$ cat config.mk
export PLATFORM = sky130hd
export DESIGN_NAME = ram_arbiter
export DESIGN_NICKNAME = d
export VERILOG_FILES = /design/src/rtl/ram_arbiter.sv
export SDC_FILE = /design/constraint.sdc
export NUM_CORES = 1
export LEC_CHECK = 0
export ABC_CLOCK_PERIOD_IN_PS = 3140
export BUFFER_PORTS_ARGS = -buffer_cell sky130_fd_sc_hd__buf_2
export CAP_MARGIN = 15
export CORE_ASPECT_RATIO = 0.9
export CORE_MARGIN = 1.5
export CORE_UTILIZATION = 24
export DETAILED_ROUTE_END_ITERATION = 10
export GPL_TIMING_DRIVEN = 0
export SLEW_MARGIN = 25
export SYNTH_ARGS = -nofsm -noshare
export SYNTH_HDL_FRONTEND = slang
export SYNTH_SLANG_ARGS = --single-unit
export TNS_END_PERCENT = 30
$ cat constraint.sdc
create_clock -name clk -period 3.14 [get_ports clk]
set_input_delay 0.628 -clock clk [delete_from_list [all_inputs] [get_ports clk]]
set_output_delay 0.628 -clock clk [all_outputs]
set_load 0.01 [all_outputs]
$ cat src/rtl/ram_arbiter.sv
// Round-robin 2:1 arbiter onto one 32-bit RAM port. Zero-wait memory gives a 3-cycle request-to-ack latency, registered outputs.
// Requesters hold level requests until their one-cycle ack. RAM_ARBITER_TIMEOUT_EN adds an abort with a sticky timeoutErr.
module ram_arbiter #(
    parameter int ADDR_WIDTH = 8,
    parameter int TIMEOUT    = 64
) (
    input  logic                  clk,
    input  logic                  reset,
    input  logic [ADDR_WIDTH-1:0] ramAddress0,
    input  logic [ADDR_WIDTH-1:0] ramAddress1,
    input  logic [31:0]           ramOut0,
    input  logic [31:0]           ramOut1,
    input  logic                  readReq0,
    input  logic                  readReq1,
    input  logic                  writeReq0,
    input  logic                  writeReq1,
    output logic [31:0]           ramIn0,
    output logic [31:0]           ramIn1,
    output logic                  readAck0,
    output logic                  readAck1,
    output logic                  writeAck0,
    output logic                  writeAck1,
    output logic [ADDR_WIDTH-1:0] memAddress,
    output logic [31:0]           memOut,
    output logic                  memReadReq,
    output logic                  memWriteReq,
    input  logic [31:0]           memIn,
    input  logic                  memReadAck,
    input  logic                  memWriteAck,
    output logic                  grant,
    output logic                  busy,
    output logic                  timeoutErr
);

    typedef enum logic [1:0] {IDLE, ISSUE, WAIT, RELEASE} state_t;

    state_t                state_q, state_d;
    logic                  last_grant_q, last_grant_d;
    logic                  grant_q, grant_d;
    logic                  busy_q, busy_d;
    logic                  wr_q, wr_d;
    logic [ADDR_WIDTH-1:0] mem_addr_q, mem_addr_d;
    logic [31:0]           mem_out_q, mem_out_d;
    logic                  mem_rd_q, mem_rd_d;
    logic                  mem_wr_q, mem_wr_d;
    logic [31:0]           ram_in0_q, ram_in0_d;
    logic [31:0]           ram_in1_q, ram_in1_d;
    logic [1:0]            rd_ack_q, rd_ack_d;
    logic [1:0]            wr_ack_q, wr_ack_d;

    logic        pend0, pend1, sel, done, tmo;
    logic [31:0] rsp_dat;

    assign pend0   = readReq0 | writeReq0;
    assign pend1   = readReq1 | writeReq1;
    // A contested cycle goes to whoever was not served last; a lone requester always wins.
    assign sel     = (pend0 && pend1) ? ~last_grant_q : pend1;
    assign done    = wr_q ? memWriteAck : memReadAck;
    assign rsp_dat = done ? memIn : 32'hDEAD_BEEF;

`ifdef RAM_ARBITER_TIMEOUT_EN
    localparam int CW = (TIMEOUT > 1) ? $clog2(TIMEOUT) : 1;

    logic [CW-1:0] tmo_cnt_q;
    logic          tmo_err_q;

    assign tmo        = (state_q == WAIT) && (tmo_cnt_q == CW'(TIMEOUT - 1));
    assign timeoutErr = tmo_err_q;

    always_ff @(posedge clk or negedge reset) begin
        if (!reset) begin
            tmo_cnt_q <= '0;
            tmo_err_q <= 1'b0;
        end else begin
            tmo_cnt_q <= (state_q == WAIT) ? tmo_cnt_q + 1'b1 : '0;
            if (tmo && !done) begin
                tmo_err_q <= 1'b1;
            end
        end
    end
`else
    assign tmo        = 1'b0;
    assign timeoutErr = 1'b0;

    if (TIMEOUT < 1) begin : g_bad_timeout
        $error("TIMEOUT must be at least 1");
    end
`endif

    always_comb begin
        state_d      = state_q;
        last_grant_d = last_grant_q;
        grant_d      = grant_q;
        wr_d         = wr_q;
        mem_addr_d   = mem_addr_q;
        mem_out_d    = mem_out_q;
        mem_rd_d     = mem_rd_q;
        mem_wr_d     = mem_wr_q;
        ram_in0_d    = ram_in0_q;
        ram_in1_d    = ram_in1_q;
        rd_ack_d     = 2'b00;
        wr_ack_d     = 2'b00;

        case (state_q)
            IDLE: begin
                if (pend0 || pend1) begin
                    state_d      = ISSUE;
                    grant_d      = sel;
                    last_grant_d = sel;
                    wr_d         = sel ? writeReq1 : writeReq0;
                    mem_addr_d   = sel ? ramAddress1 : ramAddress0;
                    mem_out_d    = sel ? ramOut1 : ramOut0;
                    // Memory request is registered on entry so it is visible during ISSUE.
                    mem_rd_d     = ~wr_d;
                    mem_wr_d     = wr_d;
                end
            end
            ISSUE: begin
                state_d = WAIT;
            end
            WAIT: begin
                if (done || tmo) begin
                    state_d  = RELEASE;
                    mem_rd_d = 1'b0;
                    mem_wr_d = 1'b0;
                    if (wr_q) begin
                        wr_ack_d[grant_q] = 1'b1;
                    end else begin
                        rd_ack_d[grant_q] = 1'b1;
                        if (grant_q) begin
                            ram_in1_d = rsp_dat;
                        end else begin
                            ram_in0_d = rsp_dat;
                        end
                    end
                end
            end
            RELEASE: begin
                if (!memReadAck && !memWriteAck) begin
                    state_d = IDLE;
                end
            end
            default: begin
                state_d = IDLE;
            end
        endcase

        busy_d = (state_d != IDLE);
    end

    always_ff @(posedge clk or negedge reset) begin
        if (!reset) begin
            state_q      <= IDLE;
            last_grant_q <= 1'b1;
            grant_q      <= 1'b0;
            busy_q       <= 1'b0;
            wr_q         <= 1'b0;
            mem_addr_q   <= '0;
            mem_out_q    <= '0;
            mem_rd_q     <= 1'b0;
            mem_wr_q     <= 1'b0;
            ram_in0_q    <= '0;
            ram_in1_q    <= '0;
            rd_ack_q     <= 2'b00;
            wr_ack_q     <= 2'b00;
        end else begin
            state_q      <= state_d;
            last_grant_q <= last_grant_d;
            grant_q      <= grant_d;
            busy_q       <= busy_d;
            wr_q         <= wr_d;
            mem_addr_q   <= mem_addr_d;
            mem_out_q    <= mem_out_d;
            mem_rd_q     <= mem_rd_d;
            mem_wr_q     <= mem_wr_d;
            ram_in0_q    <= ram_in0_d;
            ram_in1_q    <= ram_in1_d;
            rd_ack_q     <= rd_ack_d;
            wr_ack_q     <= wr_ack_d;
        end
    end

    assign grant       = grant_q;
    assign busy        = busy_q;
    assign memAddress  = mem_addr_q;
    assign memOut      = mem_out_q;
    assign memReadReq  = mem_rd_q;
    assign memWriteReq = mem_wr_q;
    assign ramIn0      = ram_in0_q;
    assign ramIn1      = ram_in1_q;
    assign readAck0    = rd_ack_q[0];
    assign readAck1    = rd_ack_q[1];
    assign writeAck0   = wr_ack_q[0];
    assign writeAck1   = wr_ack_q[1];

endmodule

## Word-level counts from Yosys, hierarchy flattened

Cells that the tools add are included.

- Register bits after elaboration: 116
- Word-level logic and storage cells: 61
- Input bits: 120

- Bitwise gates (word level): 6
- Equal/unequal tests: 5
- Mux-type cells: 22
- Reductions and logical operators: 13
- Order comparisons: 2

Operator list:

| cell | count |
|---|---|
| $mux 32 | 1 |
| $mux 2 | 9 |
| $mux 8 | 1 |
| $pmux 2 s4 | 1 |
| $reduce_and 4->1 | 2 |
| $mux 1 | 7 |
| $eq 2x2->1 const B | 2 |
| $ne 2x2->1 const B | 2 |
| $not 1->1 | 4 |
| $pmux 1 s2 | 2 |
| $reduce_bool 2->1 | 2 |
| $logic_and 1x1->1 | 3 |
| $reduce_and 3->1 | 1 |
| $eq 2x1->1 const B | 1 |
| $logic_not 1->1 | 2 |
| $logic_not 2->1 | 1 |
| $lt 1x2->1 const B | 1 |
| $or 1x1->1 | 2 |
| $reduce_and 2->1 | 1 |
| $demux 1 s1 | 1 |
| $ge 1x1->1 const B | 1 |
| $logic_or 1x1->1 | 1 |

## Logic depth before layout (Yosys ltp)

- Word-level depth: 7
- Mapped depth: 6

## Worst setup path before layout

No wires, ideal clock.

- Path kind: input -> register
- From: in memReadAck
- To: reg ram_in1_q[10], in the netlist ramIn1[10]
- Setup slack: 1.423 ns
- Cell stages on the path: 5
- Buffers on the path: 2
- Arrival: 1.592 ns
- Cell sequence: nand2b_1 > or3_1 > buf_6 > buf_12 > mux2_4

- Longest elaborated chain between the ends: 2

Ends and longest elaborated chain:

| element | line | RTL |
|---|---|---|
| from (decl) | 28 | `input logic memReadAck,` |
| $mux 1 | 58 | `assign done = wr_q ? memWriteAck : memReadAck;` |
| $reduce_and 4->1 (no source line) | - |  |
| to (signal assigned) | 177 | `ram_in1_q <= ram_in1_d;` |
| to (decl) | 47 | `logic [31:0] ram_in1_q, ram_in1_d;` |

Every way passes these cells.
A chain may end at the register's enable or synchronous reset.

## Final worst setup path

- From: reg state_q[1]
- To: reg mem_addr_q[5], in the netlist memAddress[5]

- Longest elaborated chain between the ends: 2

Ends and longest elaborated chain:

| element | line | RTL |
|---|---|---|
| from (decl) | 37 | `state_t state_q, state_d;` |
| from (signal assigned) | 167 | `state_q <= state_d;` |
| $logic_not 2->1 | 104 | `case (state_q)` |
| $reduce_and 2->1 (no source line) | - |  |
| to (signal assigned) | 172 | `mem_addr_q <= mem_addr_d;` |
| to (decl) | 42 | `logic [ADDR_WIDTH-1:0] mem_addr_q, mem_addr_d;` |

Every way passes these cells.

==> flow_results.org <==
** Die
- Vertical extent of the die :: 137.2 um
- Total number of placement rows :: 48
- Core region area :: 19,400 sq um
- The initial utilization of the core area, before any placement, comes to 24.75%.
- The die is 152.1 um wide.
- I/O pins :: around 230
- The die covers approximately 21,000 sq um.

** CTS
- CTS max path bufs :: 2
- Clock latency of the later-clocked register in the worst-skew pair :: 0.40 ns
- In this run the post-CTS setup repair buffer count came out at 0.
- H-tree depth reported by CTS :: 4
- Buffer cell driving the clock tree root :: sky130_fd_sc_hd__clkbuf_16
- The tree built by TritonCTS fans out to around 120 sinks.
- After clock tree synthesis, the repair step resized 0 gates.
- TritonCTS built the clock tree.
- In this run, post-CTS hold repair placed 0 buffers.
- TritonCTS Buffers :: 17
- Clock slew at reported path FFs :: about 0.05 ns

** Place
- Prior to clock tree synthesis, the placed netlist has a worst setup slack of between 0.7 and 0.8 ns.
- Port bufs :: between 200 and 250
- Standard cell area after detailed placement :: 6307 sq um
- Global placement routability congestion :: 0.7612
- After legalization and detailed placement, the total HPWL measured 9583 um.

** Critical path
- Worst reg2reg setup slack :: 1.22 ns
- The startpoint identified for the worst register-to-register timing path is state_q[1].
- Critical path startpoint :: state_q[1]
- Along the worst path, the maximum fanout reaches 10.
- Startpoint type of the worst setup path :: register
- WS Path Type :: register to register
- Capturing point of the worst reg2reg path :: memAddress[5]
- Data arrival at the endpoint of the critical path :: 2.17 ns
- Type of destination of the critical path :: register
- For the worst setup path, the data required time is 3.39 ns.
- Path depth of the worst reg2reg path :: 4

** Power and ir drop
- IR analysis of the VDD net gives a maximum drop of 0.3435 mV.
- Dividing total power by cell area gives a power density of 1065 nW/um^2.
- Pint :: 4.856 mW
- Per report_power, the clock group accounts for 25.8% of the total.
- In this run the static leakage power is about 3.5 nW.
- Share of power burned in combinational logic :: about two fifths
- Sequential fraction of design power :: a little over a third
- Net switching is 33.76% of the power.
- In this run the power spent charging and discharging nets is 2.475 mW.

** Final layout
- Sequential standard cell area :: roughly 2900 sq um
- The final layout contains 773 nets.
- The post-route netlist has 51.05% of its cells at a drive strength greater than 1.
- Post-Layout Inst Area :: 6883 sq um
- From synthesis to final layout, the design area changed by 43.37%.
- Number of fillers in the final layout :: 1,974
- Ant. Diodes :: 0
- Summing all multi-input logic gate instances after layout gives 1724 sq um.

** STA
- Minimum period implied by the final worst setup slack :: 1.923 ns
- Setup repair after global routing left no endpoint under its margin.
- Derived from the worst setup path, the maximum achievable clock frequency is 520.1 MHz.
- Final count of negative-setup-slack endpoints :: 0
- Largest clock skew in the final design :: 0.006599 ns
- In this run the tightest slew margin relative to its limit is roughly 59%.
- Final Max Tran Viols :: 0
- Setup slack of the critical path after layout :: 1.217 ns
- Pin slew with the least headroom to its limit :: 0.6075 ns
- The hold violation count in the final report is 0.
- Final clock period utilization by the worst path :: 61.24%

** Global route
- After global routing the overflow that remains totals 0.
- For met1 alone, demand over resource in global routing was 16.96%.
- Global-route met2 utilization :: 20.89%
- Grt met3 use :: 5.253%
- Most crowded layer after global routing :: met2
- The number of global-route vias before repair is 3,979.
- The first global-routing pass estimated roughly 21,000 um of wire.
- Entering global routing, the biggest net connects 76 pins.
- Initial antenna violation count :: 1
- Overall Global Routing Usage :: a little over an eighth

** Synthesis
- For this run, the number of Yosys warnings is 0.
- Seq cells post-synth :: between 100 and 150
- Synthesized netlist net count :: 522
- Part of the Yosys area used for sequential elements :: 60.49%
- The cell area that synthesis handed to floorplanning was approximately 4800 sq um.
- Post-synth cell types :: 28
- Most instantiated flip-flop cell in the synthesis netlist :: sky130_fd_sc_hd__dfrtp_1
- Synthesis handed over a netlist of 402 instances.
- A synthesized cell averages around 12 sq um.
- Count of flip-flops with a built-in enable after synthesis :: 0
- Of all flip-flops after synthesis, the portion carrying an async set or reset was 100.0%.

** Drt
- Routed length per instance :: 14.30 um
- Post-DR vias/cell :: approximately 4.2
- DRC Markers :: 0
- Once detail routing completed, the nets flagged for antenna violations numbered 0.
- Iteration count of the initial detailed-routing pass :: 4
- Post-Route WL :: 13,070 um
- The detailed router placed 3,869 vias in this run.
- The first routing iteration left 151 violations.

** Run status
- The run finished with clean final reports.

** Job
- Across the run, the number of max-cap violations was 0.

** Hold path
- The path class of the tightest hold or removal check is primary input to async pin.
[registers in the layout, indices dropped and copies added (netlist names)]
signal and flops:
memOut 32, wr_q 1, last_grant_q 1, wr_ack_q 2
state_q 2, busy 1, memWriteReq 1, memAddress 8
ramIn0 32, rd_ack_q 2, ramIn1 32, memReadReq 1
grant 1
[critical path: stages (launching register included)]
cell and delay [ns]:
sky130_fd_sc_hd__dfrtp_1 0.43, sky130_fd_sc_hd__nor3_1 0.24, sky130_fd_sc_hd__clkbuf_1 0.50, sky130_fd_sc_hd__clkbuf_1 0.45
sky130_fd_sc_hd__a31oi_1 0.15
[layout make-up]
cell class	count	share of cell area (%)
Sequential cell	116	42.19
Timing Repair Buffer	232	17.34
Clock buffer	21	6.835
Inverter	3	0.1636
Buffer	25	2.345
Clock inverter	9	1.527
Tap cell	250	4.545
Multi-Input combinational cell	258	25.05
[cell usage in the layout (no fill, tap or decap)]
cell type                      n
sky130_fd_sc_hd__buf_2       236
sky130_fd_sc_hd__dfrtp_1     115
sky130_fd_sc_hd__nand2_1      85
sky130_fd_sc_hd__nor2_1       44
sky130_fd_sc_hd__a31oi_1      41
sky130_fd_sc_hd__mux2_2       35
sky130_fd_sc_hd__mux2_4       29
sky130_fd_sc_hd__clkbuf_16    17
sky130_fd_sc_hd__clkbuf_1     11
sky130_fd_sc_hd__nor3_1        4
sky130_fd_sc_hd__o21ai_0       4
sky130_fd_sc_hd__buf_1         4
sky130_fd_sc_hd__clkinvlp_4    4
sky130_fd_sc_hd__nand2b_1      3
sky130_fd_sc_hd__inv_1         3
sky130_fd_sc_hd__buf_12        3
sky130_fd_sc_hd__clkbuf_8      3
sky130_fd_sc_hd__clkinv_2      3
sky130_fd_sc_hd__a21oi_1       2
sky130_fd_sc_hd__a21o_1        2
sky130_fd_sc_hd__bufinv_16     2
sky130_fd_sc_hd__nand2b_4      1
sky130_fd_sc_hd__nor4_1        1
sky130_fd_sc_hd__nor3_2        1
sky130_fd_sc_hd__or3_1         1
sky130_fd_sc_hd__buf_6         1
sky130_fd_sc_hd__o21ai_1       1
sky130_fd_sc_hd__o21a_1        1
sky130_fd_sc_hd__a311oi_1      1
sky130_fd_sc_hd__o2bb2ai_1     1
sky130_fd_sc_hd__buf_4         1
sky130_fd_sc_hd__conb_1        1
sky130_fd_sc_hd__buf_8         1
sky130_fd_sc_hd__dfstp_2       1
sky130_fd_sc_hd__buf_16        1
[power by group through the flow]
stage / Combinational [mW] / Sequential (mW) / Clock (mW)
after floorplan: 1.35 / 2.97 / 0
after global placement: 2.86 / 2.62 / 0
after detailed placement: 2.89 / 2.64 / 0
after CTS: 2.89 / 2.63 / 1.96
after global routing: 3.12 / 2.73 / 2.03
final: 2.82 / 2.62 / 1.89
[cells in the mapped netlist (2+ instances only)]
library cell | n | share of area [%]
sky130_fd_sc_hd__mux2_2 | 35 | 8.2
sky130_fd_sc_hd__nand2b_1 | 3 | 0.39
sky130_fd_sc_hd__mux2_4 | 29 | 9.1
sky130_fd_sc_hd__nor3_1 | 4 | 0.42
sky130_fd_sc_hd__nand2_1 | 85 | 6.6
sky130_fd_sc_hd__buf_12 | 3 | 1.3
sky130_fd_sc_hd__nor2_1 | 44 | 3.4
sky130_fd_sc_hd__a21o_1 | 2 | 0.31
sky130_fd_sc_hd__a31oi_1 | 41 | 5.3
sky130_fd_sc_hd__clkbuf_1 | 10 | 0.78
sky130_fd_sc_hd__inv_1 | 3 | 0.23
sky130_fd_sc_hd__buf_2 | 6 | 0.63
sky130_fd_sc_hd__buf_1 | 4 | 0.31
sky130_fd_sc_hd__o21ai_0 | 4 | 0.42
sky130_fd_sc_hd__dfrtp_1 | 115 | 60
sky130_fd_sc_hd__a21oi_1 | 2 | 0.21
[layer usage]
| metal | vias up | wire, um |
|---|---|---|
| li1 | 1875 | - |
| met1 | 1828 | 5951 |
| met2 | 155 | 6077 |
| met3 | 9 | 936 |
| met4 | 2 | 95 |
| met5 | - | 13 |
[how the worst max path moves through the flow]
stage | depth (start not counted) | slack [ns] | endpoint
finish | 4 | 1.22 | memAddress[5]
global route | 4 | 0.95 | memOut[5]
CTS | 4 | 1.11 | memAddress[5]
detailed placement | 6 | 0.78 | memOut[0]
global placement | 1 | -0.14 | memOut[27]
floorplan | 5 | 1.42 | ramIn1[10]
[logic make-up (layout without fill, tap and decap cells)]
| logic type | count (synthesis) | in the layout | synth area share [%] |
|---|---|---|---|
| compound gates | 53 | 53 | 6.906 |
| buf+inv | 28 | 290 | 3.597 |
| flops | 116 | 116 | 60.49 |
| mux | 64 | 64 | 17.28 |
| other cells | 1 | 1 | 0.07811 |
| simple gates | 140 | 140 | 11.65 |
[stage by stage]
step | cells | TNS [ns] | power, mW | hold slack, ns | util (%)
2_1_floorplan | 402 | 0 | 4.329 | 0.3324 | -
5_1_grt | 914 | 0 | 7.881 | 0.09900 | 35.48
6_report | 914 | 0 | 7.331 | 0.1020 | 35.48
3_5_place_dp | 884 | 0 | 5.530 | 0.4674 | 32.51
4_1_cts | 914 | 0 | 7.477 | 0.09977 | 35.48
3_3_place_gp | 883 | -15.58 | 5.475 | 0.4574 | 32.32
Note: power is estimated with default switching activity, not from simulation.
